## src/rtl/imm_gen_pipe.sv

```systemverilog
// RISC-V immediate generator with a one-cycle registered output stage and a
// single skid entry, so in_ready never depends combinationally on out_ready.
module imm_gen_pipe #(
   parameter int DATA_WIDTH    = 32,
   parameter int ERR_CNT_WIDTH = 8
) (
   input  logic                     clk,
   input  logic                     rst,
   input  logic                     in_valid,
   output logic                     in_ready,
   input  logic [31:0]              instr,
   input  logic [2:0]               imm_src,
   output logic                     out_valid,
   input  logic                     out_ready,
   output logic [DATA_WIDTH-1:0]    imm_ext,
   output logic                     imm_err,
   output logic [ERR_CNT_WIDTH-1:0] err_count
);

   localparam logic [2:0] SRC_I     = 3'b000;
   localparam logic [2:0] SRC_S     = 3'b001;
   localparam logic [2:0] SRC_B     = 3'b010;
   localparam logic [2:0] SRC_U     = 3'b011;
   localparam logic [2:0] SRC_J     = 3'b100;
   localparam logic [2:0] SRC_SHAMT = 3'b101;

   localparam logic [ERR_CNT_WIDTH-1:0] ERR_MAX = '1;

   logic [DATA_WIDTH-1:0] dec_ext;
   logic                  dec_err;
   logic [5:0]            shamt;

   logic                  skid_valid;
   logic [DATA_WIDTH-1:0] skid_ext;
   logic                  skid_err;

   logic                  accept;
   logic                  out_free;

   // The opcode field never contributes to any immediate format.
   logic unused_opcode;
   assign unused_opcode = ^instr[6:0];

   // NOTE: every output of a combinational block gets a default first, so no
   // path through the case statement can leave it unassigned and infer a latch.
   always_comb begin
      dec_ext = '0;
      dec_err = 1'b0;
      shamt   = instr[25:20];
      if (DATA_WIDTH != 64) shamt[5] = 1'b0;
      case (imm_src)
         SRC_I:     dec_ext = {{(DATA_WIDTH-12){instr[31]}}, instr[31:20]};
         SRC_S:     dec_ext = {{(DATA_WIDTH-12){instr[31]}}, instr[31:25], instr[11:7]};
         SRC_B:     dec_ext = {{(DATA_WIDTH-13){instr[31]}}, instr[31], instr[7],
                               instr[30:25], instr[11:8], 1'b0};
         SRC_U:     dec_ext = {{(DATA_WIDTH-32){instr[31]}}, instr[31:12], 12'b0};
         SRC_J:     dec_ext = {{(DATA_WIDTH-21){instr[31]}}, instr[31], instr[19:12],
                               instr[20], instr[30:21], 1'b0};
         SRC_SHAMT: dec_ext = {{(DATA_WIDTH-6){1'b0}}, shamt};
         default:   dec_err = 1'b1;
      endcase
   end

   // in_ready comes straight from the skid flag; rst only masks it while held.
   assign in_ready = !skid_valid && !rst;
   assign accept   = in_valid && in_ready;
   assign out_free = !out_valid || out_ready;

   // NOTE: sequential state uses non-blocking assignments so every register
   // samples the pre-edge values, independent of statement order.
   always_ff @(posedge clk) begin
      if (rst) begin
         out_valid  <= 1'b0;
         imm_ext    <= '0;
         imm_err    <= 1'b0;
         skid_valid <= 1'b0;
         skid_ext   <= '0;
         skid_err   <= 1'b0;
         err_count  <= '0;
      end else begin
         if (out_free) begin
            if (skid_valid) begin
               // Skid drains first; in_ready was low so nothing new arrives.
               out_valid  <= 1'b1;
               imm_ext    <= skid_ext;
               imm_err    <= skid_err;
               skid_valid <= 1'b0;
            end else if (accept) begin
               out_valid <= 1'b1;
               imm_ext   <= dec_ext;
               imm_err   <= dec_err;
            end else begin
               out_valid <= 1'b0;
            end
         end else if (accept) begin
            skid_valid <= 1'b1;
            skid_ext   <= dec_ext;
            skid_err   <= dec_err;
         end

         if (accept && dec_err && (err_count != ERR_MAX))
            err_count <= err_count + 1'b1;
      end
   end

endmodule

```

## config.mk

```make
export PLATFORM = sky130hd
export DESIGN_NAME = imm_gen_pipe
export DESIGN_NICKNAME = d
export VERILOG_FILES = /design/src/rtl/imm_gen_pipe.sv
export SDC_FILE = /design/constraint.sdc
export NUM_CORES = 1
export LEC_CHECK = 0
export BUFFER_PORTS_ARGS = -buffer_cell sky130_fd_sc_hd__buf_2
export CORE_MARGIN = 5
export CORE_UTILIZATION = 53
export CTS_CLUSTER_DIAMETER = 100
export DETAILED_ROUTE_END_ITERATION = 10
export GPL_TIMING_DRIVEN = 0
export PLACE_DENSITY_LB_ADDON = 0.2
export SLEW_MARGIN = 20
export SYNTH_ARGS = -nofsm -noshare
export SYNTH_HDL_FRONTEND = slang
export SYNTH_SLANG_ARGS = --single-unit
```

## constraint.sdc

```tcl
create_clock -name clk -period 2.4 [get_ports clk]
set_input_delay 0.24 -clock clk [delete_from_list [all_inputs] [get_ports clk]]
set_output_delay 0.24 -clock clk [all_outputs]
set_load 0.03 [all_outputs]
```

==> run_results.csv <==
group,metric,value,unit
synthesis,synth_area,3440,um^2
routing,drt_first_iter_violations,338,
pwr,power_frac_seq,44.4,%
timing,maxSlewViolCount,0,
routing,drt_pass1_iterations,5,
layout,num-fill-cells,550,
synthesis,synthDistinctLibCells,41,
timing,layout_min_cycle_time,2.07,ns
routing,routed-via-count,3457,
timing,report.final.setup_viol,0,
clock_network,cts_tree,"built",
critical_path,worstSetupPathType,"flip-flop to flip-flop",
clock_network,post-cts-setup-buffers,0,
synthesis,synth_enable_flop_cells,0,
synthesis,ys_ff_latch,76,
synthesis,yosys_warnings,0,
critical_path,sequence_of_cells_on_the_critical_path,"or3b_1 > clkbuf_1 > or2_2 > a21oi_1 > clkbuf_1 > a211oi_1",
clock_network,worst_skew_pair.late_latency,0.34,ns
timing,rsz0062_at_grt,"no",
pwr,clockPowerShare,42.5,%
layout,post_layout_nonfiller_instances,578,
die,fp.dieArea,8200,um^2
critical_path,cp_num_buf_inv,2,
timing,highest_clock_frequency_the_design_can_meet,483,MHz
synthesis,synth-async-reset-ratio,0,%
clock_network,cts_hold_buf,0,
critical_path,timing.critical_path.max_delay_family,"simple AND/OR/NAND/NOR gates",
layout,postLayoutCoreUtil,65.7,%
layout,multiInputGateArea,1750,um^2
routing,vias_per_cell,5.98,
grt,grt_first_pass_wirelength,16.7,mm
critical_path,crit_path_max_fanout,10,
die,die_w,90.6,um
grt,gr-usage-all-layers,24.8,%
timing,hold_viol,0,
place,dp.final_hpwl,6.88,mm
pwr,power_leakage,1.58,nW
critical_path,cpPeakStageDelay,0.40,ns
critical_path,critical_path_arrival,2.28,ns
critical_path,endpoint_kind,"flip-flop",
outcome,status,"complete, no violations",
grt,grt_antenna_before_repair,0,
place,post-place-cells,562,
layout,drive_gt1_share,19.0,%
timing,layout_worst_path_cycle_share,86.3,%
clock_network,clock-sinks,76,
timing,fin_tns_setup,0,ns
routing,post_drt_wl_per_cell,17.2,um
place,placement.io_buffers,73,
die,initial_utilization,54.2,%
clock_network,clk_path_buf_depth,2,
grt,grt_overflow_total,0,
timing,timing.clock.skew,0.00622,ns
clock_network,htreeDepth,3,
critical_path,critical_path_startpoint_category,"flip-flop",
layout,seqCellArea,1520,um^2
routing,remaining_drc_errors,0,
layout,diodes,0,
layout,layout_common_cells,"buf_2, dfxtp_1, nor2_1",
synthesis,post_synth.cell_area_avg,8.35,um^2
place,gp_routability_congestion,0.927,
pwr,vdd.ir_drop.worst,461,uV
flow_run,drv_cap,0,
grt,first_global_vias,3477,
clock_network,path_clk_slew,0.08,ns
layout,area.growth.synth_to_final,21.3,%
routing,detail_route.wirelength,9.96,mm
timing,worst_slew_margin_rel,49.2,%
synthesis,postSynthNetCount,452,
clock_network,post_cts_resize_count,0,
die,core_area,6350,um^2
die,placementRows,29,
timing,postLayoutSetupSlackWorst,0.329,ns
critical_path,cp_data_required_time,2.61,ns
die,top_level_pins,82,
synthesis,register_area_share_after_synthesis,44.2,%
critical_path,slowest_stage_cell_on_the_critical_path,"clkbuf_1",
hold_path,hold_path_class,"input pin to flip-flop",
routing,drtAntennaViolNets,0,
layout,final_net_count,536,
pwr,p_comb_share,13.1,%
pwr,power-per-cell-area,716,nW/um^2
clock_network,cts-root-buf,"clkbuf_8",
synthesis,synth_ff_type,"dfxtp_1",
synthesis,post_synth_inst_count,412,
die,die_height,90.6,um
place,post-place-ws,0.246,ns
timing,finalHoldWorstSlack,0.177,ns
timing,worstMarginPinSlew,0.761,ns
pwr,power.switching,755,uW
critical_path,critical_path.most_common_cell,"clkbuf_1",
clock_network,cts-buffers-inserted,9,
grt,grt_start_max_net_pins,13,
pwr,internal-power,2.23,mW
pwr,switching_share,25.3,%
==> cells by family (layout without fill, tap and decap cells) <==
| kind of cell | count (synthesis) | in the layout | share of synthesized area [%] |
|---|---|---|---|
| xor gates and xnor gates | 1 | 1 | 0.255 |
| AOI/OAI and AO/OA | 115 | 115 | 22.5 |
| muxes | 3 | 3 | 0.873 |
| and+or+nand+nor | 170 | 170 | 26.4 |
| DFF | 76 | 76 | 44.2 |
| buffers and inverters | 45 | 134 | 5.02 |
| adders and majority gates | 2 | 2 | 0.654 |
==> flip-flops by register name (all words and copies together), names as in the netlist <==
name and flops:
skid_err 1, err_count 8, skid_ext 32, imm_ext 32
imm_err 1, out_valid 1, skid_valid 1
==> worst paths after layout <==
kind	start	to	slack, ns	cells after the start
setup / recovery	skid_valid	skid_ext[24]	0.33	6
hold / removal	instr[22]	skid_ext[22]	0.18	3
setup reg to reg	skid_valid	skid_ext[24]	0.33	6
hold reg to reg	skid_ext[0]	skid_ext[0]	0.46	2
==> cell type report <==
class / count / area share, %
Tap cell: 77 / 2.31
Clock buffer: 13 / 4.29
Inverter: 6 / 0.540
Multi-Input combinational cell: 291 / 41.9
Buffer: 39 / 3.60
Clock inverter: 3 / 2.16
Sequential cell: 76 / 36.5
Timing Repair Buffer: 73 / 8.75
==> tightest hold or removal path, stage by stage <==
cell and delay [ns]:
buf_2 0.13, nand2_1 0.06, a211oi_1 0.06
==> through the flow <==
| step | total power, mW | cell area [um^2] |
|---|---|---|
| 5_1_grt | 3.11 | 4170 |
| 6_report | 2.99 | 4170 |
| 3_3_place_gp | 1.73 | 3900 |
| 4_1_cts | 2.99 | 4170 |
| 2_1_floorplan | 1.61 | 3440 |
| 3_5_place_dp | 1.74 | 3900 |
==> Yosys cell counts (all sizes together), types with 2 or more instances <==
master / number / area (um^2)
or4: 2 / 15.0
nand3: 15 / 75.1
o211ai: 13 / 97.6
o31ai: 2 / 15.0
nand2: 27 / 101
dfxtp: 76 / 1520
or2: 2 / 12.5
nand2b: 10 / 62.6
nor2: 55 / 206
nand3b: 23 / 173
nand4b: 12 / 105
a221oi: 6 / 52.6
mux2i: 3 / 30.0
nor2b: 2 / 12.5
inv: 6 / 22.5
a211oi: 28 / 210
nor3: 10 / 50.1
o21ai: 4 / 20.0
o41ai: 11 / 96.3
nor3b: 4 / 30.0
a311oi: 4 / 35.0
clkbuf: 36 / 135
a21oi: 42 / 210
buf: 3 / 15.0
==> power by group through the flow <==
| stage | clock network, mW | logic (mW) | registers [mW] |
|---|---|---|---|
| 2_1_floorplan | 0 | 0.188 | 1.42 |
| 3_3_place_gp | 0 | 0.379 | 1.35 |
| 3_5_place_dp | 0 | 0.385 | 1.36 |
| 4_1_cts | 1.28 | 0.388 | 1.33 |
| 5_1_grt | 1.35 | 0.426 | 1.33 |
| 6_report | 1.27 | 0.391 | 1.33 |
==> layer usage <==
| layer | part of all wire, % | vias to the layer above | global-route usage [%] |
|---|---|---|---|
| li1 | - | 1686 | - |
| met1 | 44 | 1600 | 32.0 |
| met2 | 46 | 150 | 39.5 |
| met3 | 7.9 | 21 | 6.50 |
| met4 | 2.1 | 0 | 9.31 |
| met5 | 0 | - | 0 |
Power figures use the tool's default switching activity.
